$ cat src/rtl/vga_pkg.sv
`default_nettype none
// ============================================================================
// Module   : vga_pkg
// Purpose  : Shared VGA raster constants and coordinate type. The default
//            640x480 @ 60 Hz timing lives here. The coordinate type is used
//            by the timing generator and by the colour stage it feeds.
// Contents : H_/V_ ACTIVE, FP, SYNC, BP, TOTAL; COORD_W; COORD_MAX; coord_t
// Revision : 1.0 - initial release
// ============================================================================
package vga_pkg;

    localparam int H_ACTIVE = 640;
    localparam int H_FP     = 16;
    localparam int H_SYNC   = 96;
    localparam int H_BP     = 48;
    localparam int H_TOTAL  = H_ACTIVE + H_FP + H_SYNC + H_BP;

    localparam int V_ACTIVE = 480;
    localparam int V_FP     = 10;
    localparam int V_SYNC   = 2;
    localparam int V_BP     = 33;
    localparam int V_TOTAL  = V_ACTIVE + V_FP + V_SYNC + V_BP;

    localparam int COORD_W   = 10;
    // Largest raster dimension that a coordinate can still count through.
    localparam int COORD_MAX = 1 << COORD_W;

    typedef logic [COORD_W-1:0] coord_t;

endpackage : vga_pkg
`default_nettype wire

$ cat src/rtl/pix_en_div.sv
`default_nettype none
// ============================================================================
// Module   : pix_en_div
// Purpose  : Pixel-rate strobe generator. A counter runs 0..CLK_DIV-1 and
//            wraps. The strobe is high on the last count, giving one
//            clk-wide pulse every CLK_DIV clocks. With CLK_DIV=1 the strobe
//            is high on every cycle once reset is released.
// Ports    : clk_i    - system clock
//            rst_ni   - asynchronous active-low reset
//            pix_en_o - pixel-enable strobe, decoded from the counter
// Revision : 1.0 - initial release
// ============================================================================
module pix_en_div #(
    parameter int CLK_DIV = 2
) (
    input  logic clk_i,
    input  logic rst_ni,
    output logic pix_en_o
);

    // A one-bit counter is kept even for CLK_DIV=1. It then simply stays at 0.
    localparam int C_CNT_W = (CLK_DIV > 1) ? $clog2(CLK_DIV) : 1;
    localparam logic [C_CNT_W-1:0] C_CNT_LAST = C_CNT_W'(CLK_DIV - 1);
    localparam logic [C_CNT_W-1:0] C_CNT_ONE  = C_CNT_W'(1);

    generate
        if (CLK_DIV < 1) begin : g_bad_clk_div
            $error("pix_en_div: CLK_DIV must be >= 1");
        end
    endgenerate

    logic [C_CNT_W-1:0] div_cnt_q;
    logic [C_CNT_W-1:0] div_cnt_d;

    always_comb begin
        div_cnt_d = (div_cnt_q == C_CNT_LAST) ? '0 : div_cnt_q + C_CNT_ONE;
    end

    always_ff @(posedge clk_i or negedge rst_ni) begin
        if (!rst_ni) begin
            div_cnt_q <= '0;
        end else begin
            div_cnt_q <= div_cnt_d;
        end
    end

    assign pix_en_o = (div_cnt_q == C_CNT_LAST);

endmodule : pix_en_div
`default_nettype wire

$ cat src/rtl/vga_timing_gen.sv
`default_nettype none
// ============================================================================
// Module   : vga_timing_gen
// Purpose  : VGA raster timing generator. It provides the pixel-enable
//            strobe, the horizontal and vertical counters, a blanking flag,
//            hsync/vsync and a frame-start pulse. Every decode is registered
//            from the next-state counter values. Each decode therefore
//            changes on the same clk edge as the coordinates it describes.
// Ports    : clk         - system clock (50 MHz)
//            reset_n     - asynchronous active-low reset
//            pix_en      - one-clk strobe; counters advance when it is high
//            xcoord      - pixel counter, 0..H_TOTAL-1
//            ycoord      - line counter, 0..V_TOTAL-1
//            nocolor     - 1 while blanking (outside the visible area)
//            hsync       - horizontal sync, asserted level SYNC_POL
//            vsync       - vertical sync, asserted level SYNC_POL
//            frame_start - one-clk pulse when the raster enters (0,0)
// Revision : 1.0 - initial release
// ============================================================================
module vga_timing_gen #(
    parameter int H_ACTIVE = vga_pkg::H_ACTIVE,
    parameter int H_FP     = vga_pkg::H_FP,
    parameter int H_SYNC   = vga_pkg::H_SYNC,
    parameter int H_BP     = vga_pkg::H_BP,
    parameter int V_ACTIVE = vga_pkg::V_ACTIVE,
    parameter int V_FP     = vga_pkg::V_FP,
    parameter int V_SYNC   = vga_pkg::V_SYNC,
    parameter int V_BP     = vga_pkg::V_BP,
    parameter int CLK_DIV  = 2,
    parameter bit SYNC_POL = 1'b0
) (
    input  logic                        clk,
    input  logic                        reset_n,
    output logic                        pix_en,
    output logic [vga_pkg::COORD_W-1:0] xcoord,
    output logic [vga_pkg::COORD_W-1:0] ycoord,
    output logic                        nocolor,
    output logic                        hsync,
    output logic                        vsync,
    output logic                        frame_start
);

    import vga_pkg::*;

    localparam int C_H_TOTAL  = H_ACTIVE + H_FP + H_SYNC + H_BP;
    localparam int C_V_TOTAL  = V_ACTIVE + V_FP + V_SYNC + V_BP;
    localparam int C_HS_START = H_ACTIVE + H_FP;
    localparam int C_HS_END   = C_HS_START + H_SYNC;
    localparam int C_VS_START = V_ACTIVE + V_FP;
    localparam int C_VS_END   = C_VS_START + V_SYNC;

    localparam coord_t C_X_LAST = coord_t'(C_H_TOTAL - 1);
    localparam coord_t C_Y_LAST = coord_t'(C_V_TOTAL - 1);
    localparam coord_t C_ONE    = coord_t'(1);

    generate
        if ((C_H_TOTAL > COORD_MAX) || (C_V_TOTAL > COORD_MAX)) begin : g_bad_total
            $error("vga_timing_gen: H_TOTAL/V_TOTAL exceed coordinate range");
        end
    endgenerate

    pix_en_div #(
        .CLK_DIV (CLK_DIV)
    ) u_pix_en_div (
        .clk_i    (clk),
        .rst_ni   (reset_n),
        .pix_en_o (pix_en)
    );

    coord_t x_q, x_d;
    coord_t y_q, y_d;
    logic   nocolor_q, nocolor_d;
    logic   hsync_q, hsync_d;
    logic   vsync_q, vsync_d;
    logic   frame_start_q, frame_start_d;

    // Raster counters. Reset parks them on the last pixel of the frame, so
    // the first strobe after release wraps them to (0,0).
    always_comb begin
        x_d = x_q;
        y_d = y_q;
        if (pix_en) begin
            if (x_q == C_X_LAST) begin
                x_d = '0;
                y_d = (y_q == C_Y_LAST) ? '0 : y_q + C_ONE;
            end else begin
                x_d = x_q + C_ONE;
            end
        end
    end

    // Decode from the next-state counters, so the registered flags line up
    // with the coordinates they describe.
    always_comb begin
        nocolor_d     = (int'(x_d) >= H_ACTIVE) || (int'(y_d) >= V_ACTIVE);
        hsync_d       = ((int'(x_d) >= C_HS_START) && (int'(x_d) < C_HS_END))
                        ? SYNC_POL : ~SYNC_POL;
        vsync_d       = ((int'(y_d) >= C_VS_START) && (int'(y_d) < C_VS_END))
                        ? SYNC_POL : ~SYNC_POL;
        // Gated by pix_en so the held (0,0) cycles do not repeat the pulse.
        frame_start_d = pix_en && (x_d == '0) && (y_d == '0);
    end

    always_ff @(posedge clk or negedge reset_n) begin
        if (!reset_n) begin
            x_q           <= C_X_LAST;
            y_q           <= C_Y_LAST;
            nocolor_q     <= 1'b1;
            hsync_q       <= ~SYNC_POL;
            vsync_q       <= ~SYNC_POL;
            frame_start_q <= 1'b0;
        end else begin
            x_q           <= x_d;
            y_q           <= y_d;
            nocolor_q     <= nocolor_d;
            hsync_q       <= hsync_d;
            vsync_q       <= vsync_d;
            frame_start_q <= frame_start_d;
        end
    end

    assign xcoord      = x_q;
    assign ycoord      = y_q;
    assign nocolor     = nocolor_q;
    assign hsync       = hsync_q;
    assign vsync       = vsync_q;
    assign frame_start = frame_start_q;

endmodule : vga_timing_gen
`default_nettype wire

$ cat config.mk
export PLATFORM = sky130hd
export DESIGN_NAME = vga_timing_gen
export DESIGN_NICKNAME = d
export VERILOG_FILES = /design/src/rtl/vga_pkg.sv /design/src/rtl/pix_en_div.sv /design/src/rtl/vga_timing_gen.sv
export SDC_FILE = /design/constraint.sdc
export NUM_CORES = 1
export LEC_CHECK = 0
export BUFFER_PORTS_ARGS = -buffer_cell sky130_fd_sc_hd__buf_2
export CORE_MARGIN = 4
export CORE_UTILIZATION = 40
export DETAILED_ROUTE_END_ITERATION = 7
export SLEW_MARGIN = 20
export SYNTH_ARGS = -nofsm -noshare
export SYNTH_HDL_FRONTEND = slang
export SYNTH_HIERARCHICAL = 1
export SYNTH_SLANG_ARGS = --single-unit
$ cat constraint.sdc
create_clock -name clk -period 2.3 [get_ports clk]
set_clock_uncertainty 0.1 [all_clocks]
set_input_delay 0.23 -clock clk [delete_from_list [all_inputs] [get_ports clk]]
set_output_delay 0.23 -clock clk [all_outputs]
set_load 0.05 [all_outputs]
==> results of run 1 <==
==> state kept, by name, indices dropped and copies added, names as in the netlist <==
name and count:
xcoord 10, ycoord 10, frame_start 1, hsync 1, nocolor 1, u_pix_en_div/pix_en_o 1, vsync 1
==> stage by stage <==
stage / cell area [µm²] / instances / hold WS [ps] / setup slack [ps]
2_1_floorplan: 1420 / 136 / -166 / -229
3_3_place_gp: 1850 / 240 / 150 / -199
3_5_place_dp: 1850 / 240 / 158 / -258
4_1_cts: 1990 / 251 / 316 / -181
5_1_grt: 2000 / 250 / 343 / -319
6_report: 2000 / 250 / 306 / -219
==> what timing repair did <==
action / 4_1_cts / 5_1_grt
setup buffers: 6 / 2
hold endpoints to repair: 12 / 0
gates resized for setup: 10 / 7
gates cloned: 0 / 0
hold buffers: 1 / 0
setup endpoints to repair: 4 / 6
pin swaps: 7 / 6
==> power by group through the flow <==
| stage | clock (mW) | sequential, mW | combinational, mW |
|---|---|---|---|
| after floorplan | 0 | 0.448 | 0.000000289 |
| after CTS | 0.213 | 0.441 | 0.0110 |
| final | 0.205 | 0.441 | 0.0101 |
| after global routing | 0.238 | 0.441 | 0.0121 |
| after global placement | 0 | 0.448 | 0.00942 |
| after detailed placement | 0 | 0.448 | 0.00971 |
==> kinds of logic after synthesis <==
family	share of synthesized area (%)
flip-flops	47.5
adder cells (fa/ha/maj)	2.78
AO/OA/AOI/OAI	10.3
AND/OR/NAND/NOR	26.3
buffers and inverters	5.00
multiplexers	1.67
XOR/XNOR	6.48
==> cell type report <==
class	instances	share of cell area [%]
Clock buffer	4	1.31
Inverter	10	1.88
Multi-Input combinational cell	96	37.8
Sequential cell	25	32.6
Tap cell	44	2.75
Timing Repair Buffer	71	23.7
==> routing by layer <==
metal | share of wire [%] | wire length (µm) | vias to the layer above
met4 | 2.0 | 78 | 0
met2 | 46 | 1780 | 49
met5 | 0 | 0 | -
li1 | - | - | 634
met1 | 46 | 1780 | 636
met3 | 6.2 | 240 | 9
==> worst paths after layout <==
check                                 startpoint                     to  slack, ps
max                                    xcoord[1]                nocolor       -220
max reg2reg                            xcoord[1]                nocolor       -220
max in group asynchronous                reset_n              ycoord[1]       1400
min reg2reg                u_pix_en_div/pix_en_o  u_pix_en_div/pix_en_o        390
min in group clk           u_pix_en_div/pix_en_o  u_pix_en_div/pix_en_o        390
min                                      reset_n  u_pix_en_div/pix_en_o        310
==> synth_stat cells, types with 2 or more instances <==
master    instances  area (µm²)
inv_1            10        37.5
clkbuf_2          2        10.0
nand3_1           6        30.0
a21oi_1           4        20.0
nand4b_1          3        26.3
mux2_2            2        22.5
ha_1              3        37.5
xor2_1            6        52.6
nor2_1            9        33.8
dfrtp_1          12         300
xnor2_1           4        35.0
nand4_1           7        43.8
or3_1             2        12.5
nor3_1            5        25.0
dfstp_2          13         342
nor4_1            5        31.3
o21ai_0           7        35.0
nand2_1           9        33.8
o31ai_1           2        15.0
==> worst max-delay path, cell delays in order (launching register included) <==
cell and delay (ps):
dfstp_4 660, ha_4 140, nand2_4 50, or4_4 540
buf_6 170, nor3_4 160, xor2_2 130, nand4_1 130
or3b_1 360
==> run_results.csv, run 1 <==
group,metric,value,unit
sta,post-route-min-period,2520,ps
detailed_routing,drt_first_pass_iters,4,
critical_path,critPathCaptureType,"flop",
critical_path,cp_max_fo,6,
global_route,grt_max_degree,26,
final_layout,post-route-util,63.5,%
cts,cts_root_buf,"clkbuf_4",
detailed_routing,ant_nets,0,
pwr,power.leakage,0.972,nW
global_route,gr-usage-all-layers,19.5,%
logic_synthesis,avgSynthCellArea,9.94,µm²
cts,cts_buffers,3,
detailed_routing,wl,3.88,mm
sta,maxSlewViolCount,0,
final_layout,nNetsFinal,212,
logic_synthesis,synth_seq_cells,25,
logic_synthesis,ys_warn_count,6,
sta,worstMarginPinSlew,561,ps
pwr,pwr-share-clk,31.2,%
final_layout,final_common_cell,"buf_4",
global_route,grtUsageMet1,26.8,%
logic_synthesis,synth_ff_type,"dfstp_2",
placed_design,gp_congestion,0.918,
global_route,grt.overflow.total,0,
outcome,violations,"negative setup slack",
min_path,hp-class,"in -> async",
final_layout,seq_area,653,µm²
sta,rsz0062_at_grt,"yes",
sta,setup_violations,3,
sta,finalWorstSetupSlack,-219,ps
global_route,grt_pass1_vias,1347,
final_layout,n_antenna_cell,0,
logic_synthesis,ys_seq_area_share,47.5,%
placed_design,portBuffers,26,
die,dieArea,4370,µm²
sta,fin_setup_tns,-621,ps
pwr,p_sw_share,22.1,%
logic_synthesis,async_reset_ff_share,100,%
pwr,switchingPower,145,µW
cts,cts.sink_count,25,
logic_synthesis,syn-num-nets,141,
detailed_routing,drc,0,
final_layout,final_cell_mix,"buf_4 (43), buf_2 (26), dfstp_2 (11)",
die,die_h,66.1,µm
pwr,finalPower,655,µW
detailed_routing,avgViaCountPerCell,5.31,
cts,cts.htree.levels,1,
placed_design,dp_hpwl,2.82,mm
logic_synthesis,synth_cells,136,
global_route,antenna_found_initial,0,
sta,max_freq,0.397,GHz
die,rows,20,
pwr,combPwrFrac,1.5,%
critical_path,critPathKind,"reg -> reg",
pwr,powerDensity,327,nW/µm²
cts,clock_path_buffers,2,
critical_path,cp.required,2460,ps
logic_synthesis,synth_edf_count,0,
critical_path,worstRegToRegCells,8,
critical_path,worstSetupStartpointType,"flop",
pwr,power.internal,510,µW
global_route,groute.layer.met3.usage,4.42,%
final_layout,fillers,280,
flow_run,maxCapViolCount,0,
final_layout,area_delta_synth_final,48.1,%
pwr,p_seq_share,67.2,%
global_route,top_usage_layer,"met2",
global_route,grtUsageMet2,29.9,%
critical_path,arrival,2680,ps
sta,relSlewSlack,62.6,%
cts,clk_pin_slew,140,ps
sta,hold_viol_final,0,
global_route,grt_pass1_wl,6.56,mm
die,ios,27,
detailed_routing,drtIter0Drc,123,
cts,cts_tree,"done",
final_layout,multi_input_area,756,µm²
pwr,ir_drop,0.000227,V
sta,finalCritPeriodShare,110,%
detailed_routing,num_vias,1328,
logic_synthesis,ys_types,44,
outcome,outcome,"complete, but fails checks",
die,start_util,42.9,%
die,fp.coreArea,3150,µm²
detailed_routing,routedWlPerCell,15.5,µm
logic_synthesis,syn-cell-area,1350,µm²
die,die_w,66.1,µm
cts,clock_latency,320,ps
final_layout,drive_gt1_share,55.3,%
No activity file was read; power rests on OpenSTA's default activity.
==> inputs of run 2 (changes only) <==
SETUP_SLACK_MARGIN = 0.1   (was unset)
==> run_results.csv, run 2 (same netlist as run 1, synthesis figures left out) <==
group,metric,value,unit
outcome,outcome,"complete, but fails checks",
outcome,violations,"negative setup slack",
die,die_w,66.1,µm
sta,fin_setup_tns,-618,ps
final_layout,multi_input_area,788,µm²
final_layout,drive_gt1_share,57.8,%
final_layout,post-route-util,64.5,%
final_layout,fillers,275,
critical_path,critPathBufInv,1,
final_layout,nNetsFinal,212,
global_route,antenna_found_initial,0,
min_path,hp-class,"in -> async",
sta,finalCritPeriodShare,109,%
cts,clk_pin_slew,140,ps
global_route,grt_pass1_wl,6.55,mm
critical_path,worstReg2RegEnd,"vsync",
placed_design,gp_congestion,0.918,
critical_path,crit_family,"simple AND/OR/NAND/NOR gates",
critical_path,critPathCaptureType,"flop",
final_layout,final_common_cell,"buf_4",
critical_path,cp_cell_sequence,"ha_4, nand2_4, or4_4, buf_6, nor3_4, xor2_2, nand4_1, nand4b_1",
final_layout,area_delta_synth_final,50.6,%
critical_path,reg2reg_slack,-220,ps
detailed_routing,wl,3.96,mm
pwr,ir_drop,0.000227,V
die,ios,27,
die,die_h,66.1,µm
sta,maxSlewViolCount,0,
global_route,grt.overflow.total,0,
cts,cts_buffers,3,
die,dieArea,4370,µm²
sta,worstMarginPinSlew,566,ps
detailed_routing,drtIter0Drc,148,
critical_path,cp.required,2450,ps
placed_design,dp_hpwl,2.82,mm
sta,max_freq,0.397,GHz
sta,relSlewSlack,62.3,%
detailed_routing,routedWlPerCell,15.8,µm
global_route,grt_pass1_vias,1349,
critical_path,worstRegToRegCells,8,
die,rows,20,
final_layout,n_antenna_cell,0,
flow_run,maxCapViolCount,0,
detailed_routing,drt_first_pass_iters,4,
pwr,finalPower,656,µW
global_route,gr-usage-all-layers,19.5,%
sta,hold_viol_final,0,
final_layout,final_cells,250,
sta,post-route-min-period,2520,ps
critical_path,critPathKind,"reg -> reg",
critical_path,crit_slowest_cell,"dfstp_4",
final_layout,seq_area,653,µm²
detailed_routing,num_vias,1333,
sta,setup_violations,3,
pwr,power.leakage,0.982,nW
cts,cts.htree.levels,1,
critical_path,arrival,2670,ps
detailed_routing,avgViaCountPerCell,5.33,
final_layout,finalInstanceArea,2030,µm²
critical_path,cp_max_fo,6,
placed_design,placed_cells,240,
critical_path,worstSetupStartpointType,"flop",
global_route,grt_max_degree,26,
final_layout,final_cell_mix,"buf_4 (43), buf_2 (26), dfstp_2 (11)",
sta,finalWorstSetupSlack,-217,ps
placed_design,portBuffers,26,
critical_path,critPathMaxStageDelay,660,ps
cts,cts_tree,"done",
detailed_routing,drc,0,
cts,cts.sink_count,25,
critical_path,r2r_start,"xcoord[1]",
cts,clock_path_buffers,2,
die,start_util,42.9,%
placed_design,dpl_cell_area,1850,µm²
pwr,powerDensity,323,nW/µm²
die,fp.coreArea,3150,µm²
cts,cts_root_buf,"clkbuf_4",
cts,clock_latency,320,ps
detailed_routing,ant_nets,0,
sta,rsz0062_at_grt,"yes",
[run 2: per-layer routing]
layer	global-route usage, %	part of all wire (%)
met5	0	0
met4	7.36	1.6
met3	3.74	5.4
met2	29.9	46
met1	27.1	47
[run 2: final cells by class]
class	instances	share of cell area [%]
multi-input cells	96	38.7
flip-flops and latches	25	32.1
repair buffers	71	23.3
well taps	44	2.71
inverters	10	1.85
clock buffers	4	1.29
[run 2: worst reg2reg max path, cell delays in order, from the launching register on]
cell and delay, ps:
dfstp_4 660, ha_4 140, nand2_4 50, or4_4 540, buf_6 170, nor3_4 160, xor2_2 240, nand4_1 150
nand4b_1 220
[run 2: timing repair]
action                     in CTS  in global routing
gates resized for setup        12                 12
setup endpoints to repair       6                  9
hold endpoints to repair       12                  0
hold buffers                    1                  0
buffers inserted                6                  2
pin swaps                       8                  6
[run 2: worst max path at each step]
stage / from / endpoint / depth (start not counted)
detailed placement: xcoord[1] / vsync / 8
CTS: xcoord[1] / nocolor / 8
floorplan: xcoord[1] / frame_start / 8
finish: xcoord[1] / vsync / 8
global route: xcoord[1] / vsync / 8
global placement: xcoord[1] / frame_start / 8
[run 2: power breakdown]
part           total (mW)  switching [mW]  leakage [nW]  internal, mW
Sequential          0.441               0         0.297         0.441
Combinational      0.0102         0.00850         0.670       0.00170
Clock               0.206           0.137        0.0150        0.0681
[run 2: metrics by stage]
stage,hold WS (ps),setup WS (ps)
2_1_floorplan,-166,-229
3_3_place_gp,150,-199
3_5_place_dp,158,-258
4_1_cts,316,-181
5_1_grt,343,-319
6_report,307,-217
==> inputs of run 3 (changes only) <==
ABC_AREA = 1   (was unset)
==> run_results.csv, run 3 <==
group,metric,value,unit
logic_synthesis,syn-cell-area,1630,µm²
detailed_routing,num_vias,1449,
critical_path,critPathBufInv,0,
sta,relSlewSlack,64.5,%
detailed_routing,drc,0,
die,dieArea,5160,µm²
cts,cts.sink_count,25,
detailed_routing,wl,3.63,mm
detailed_routing,routedWlPerCell,11.6,µm
die,die_h,71.8,µm
global_route,grt_max_degree,26,
final_layout,final_common_cell,"nand2_1",
critical_path,critPathMaxStageDelay,580,ps
min_path,hp-class,"in -> async",
cts,cts_tree,"done",
final_layout,n_antenna_cell,0,
final_layout,fillers,387,
global_route,grt_pass1_vias,1293,
critical_path,cp_max_fo,5,
logic_synthesis,synth_top_area_share,21.0,%
global_route,grt.overflow.total,0,
final_layout,final_cell_mix,"nand2_1 (68), inv_1 (40), buf_2 (26)",
critical_path,reg2reg_slack,230,ps
logic_synthesis,synth_ff_type,"dfstp_2",
cts,clock_path_buffers,2,
sta,rsz0062_at_grt,"yes",
cts,cts_buffers,3,
placed_design,dp_hpwl,2.89,mm
critical_path,crit_slowest_cell,"dfstp_2",
die,die_w,71.8,µm
critical_path,cp.required,2400,ps
critical_path,critPathCaptureType,"flop",
logic_synthesis,ys_seq_area_share,39.4,%
sta,fin_setup_tns,0,ps
logic_synthesis,ys_types,34,
global_route,grt_pass1_wl,6.07,mm
placed_design,portBuffers,26,
detailed_routing,drtIter0Drc,79,
critical_path,cp_cell_sequence,"ha_4, nand2_4, nor2_8, nand2_4, nor2_4, nand4_2, or2_1, nand2_1, nand3_2, nor2_1, nand2_1",
logic_synthesis,synth_cells,227,
placed_design,gp_congestion,0.893,
sta,setup_violations,0,
die,start_util,42.9,%
die,ios,27,
final_layout,area_delta_synth_final,19.7,%
pwr,power.leakage,1.16,nW
sta,maxSlewViolCount,0,
sta,max_freq,0.483,GHz
critical_path,crit_family,"simple AND/OR/NAND/NOR gates",
logic_synthesis,ys_warn_count,6,
final_layout,nNetsFinal,270,
sta,finalCritPeriodShare,90.0,%
cts,cts_root_buf,"clkbuf_8",
detailed_routing,drt_first_pass_iters,4,
logic_synthesis,async_reset_ff_share,100,%
logic_synthesis,synthTopCellsByArea,"dfstp_2 (21%), dfrtp_1 (18%), nand2_1 (16%)",
logic_synthesis,syn-num-nets,232,
logic_synthesis,synth_seq_cells,25,
critical_path,worstSetupStartpointType,"flop",
cts,clock_latency,260,ps
sta,post-route-min-period,2070,ps
logic_synthesis,synthTopCellsByCount,"nand2_1 (69), inv_1 (40), nor2_1 (23)",
logic_synthesis,yosysMostFrequentCell,"nand2_1",
outcome,outcome,"finished clean",
detailed_routing,ant_nets,0,
flow_run,maxCapViolCount,0,
sta,worstMarginPinSlew,533,ps
critical_path,critPathKind,"reg -> reg",
die,rows,22,
sta,hold_viol_final,0,
cts,cts.htree.levels,1,
final_layout,post-route-util,51.3,%
detailed_routing,avgViaCountPerCell,4.64,
global_route,antenna_found_initial,0,
logic_synthesis,synth_edf_count,0,
critical_path,arrival,2170,ps
logic_synthesis,yosysTopAreaCell,"dfstp_2",
pwr,powerDensity,364,nW/µm²
global_route,gr-usage-all-layers,14.8,%
cts,clk_pin_slew,90,ps
die,fp.coreArea,3800,µm²
pwr,ir_drop,0.000190,V
final_layout,drive_gt1_share,28.0,%
logic_synthesis,avgSynthCellArea,7.18,µm²
==> run 3: path summary, 6_finish.rpt <==
path                                       startpoint                    end  cells after the start
worst max-delay path                        xcoord[0]                  vsync                     11
worst min-delay path                          reset_n  u_pix_en_div/pix_en_o                      2
worst max register to register              xcoord[0]                  vsync                     11
worst min register to register  u_pix_en_div/pix_en_o  u_pix_en_div/pix_en_o                      1
max in group asynchronous                     reset_n              xcoord[9]                      2
min in group clk                u_pix_en_div/pix_en_o  u_pix_en_div/pix_en_o                      1
==> run 3: logic make-up (layout without fill, tap and decap cells) <==
group | count (synthesis) | in the layout | share of synthesized area, %
AO/OA/AOI/OAI | 12 | 12 | 4.76
XOR/XNOR | 5 | 5 | 2.69
adder cells (fa/ha/maj) | 3 | 3 | 2.30
buffers and inverters | 48 | 85 | 11.4
flip-flops | 25 | 25 | 39.4
AND/OR/NAND/NOR | 134 | 134 | 39.5
==> run 3: worst reg2reg max path, cell delays in order (launching register included) <==
cell	delay [ps]
dfstp_2	580
ha_4	150
nand2_4	60
nor2_8	160
nand2_4	60
nor2_4	170
nand4_2	120
or2_1	250
nand2_1	90
nand3_2	80
nor2_1	110
nand2_1	60
==> run 3: metal layers <==
layer	routed length (µm)	part of all wire (%)	vias up	track usage [%]
li1	-	-	765	-
met3	166	4.6	4	1.82
met5	0	0	-	0
met2	1590	44	28	22.4
met4	29	0.80	0	4.38
met1	1840	51	652	21.9
==> run 3: report_power, final <==
group          internal (mW)  leakage, nW  switching (mW)
sequential             0.440        0.299               0
combinational        0.00171        0.833         0.00801
clock                  0.121       0.0255           0.139
total                  0.563         1.16           0.147
==> run 3: timing repair <==
item	in CTS	in global routing
buffers inserted	0	5
setup endpoints to repair	0	3
hold buffers	1	0
gates resized for setup	0	5
endpoints found under the hold margin	12	0
==> run 3: metrics by stage <==
step                instances  instance area [µm²]  hold WS (ps)  setup WS [ps]  total power [mW]
finish                    312                 1950           369            231             0.710
CTS                       307                 1890           387            150             0.726
detailed placement        302                 1830           149            163             0.458
floorplan                 227                 1630          -166            158             0.448
global placement          302                 1830           153            219             0.458
global route              312                 1950           422           91.9             0.746
==> run 3: layout make-up <==
class                      count  area (µm²)  share of cell area [%]
multi-input combinational    154         827                    42.4
sequential                    25         642                    32.9
clock inverter                 1        5.00                   0.257
tap                           48        60.1                    3.08
inverter                      46         174                    8.92
timing repair buffer          35         200                    10.3
clock buffer                   3        41.3                    2.12
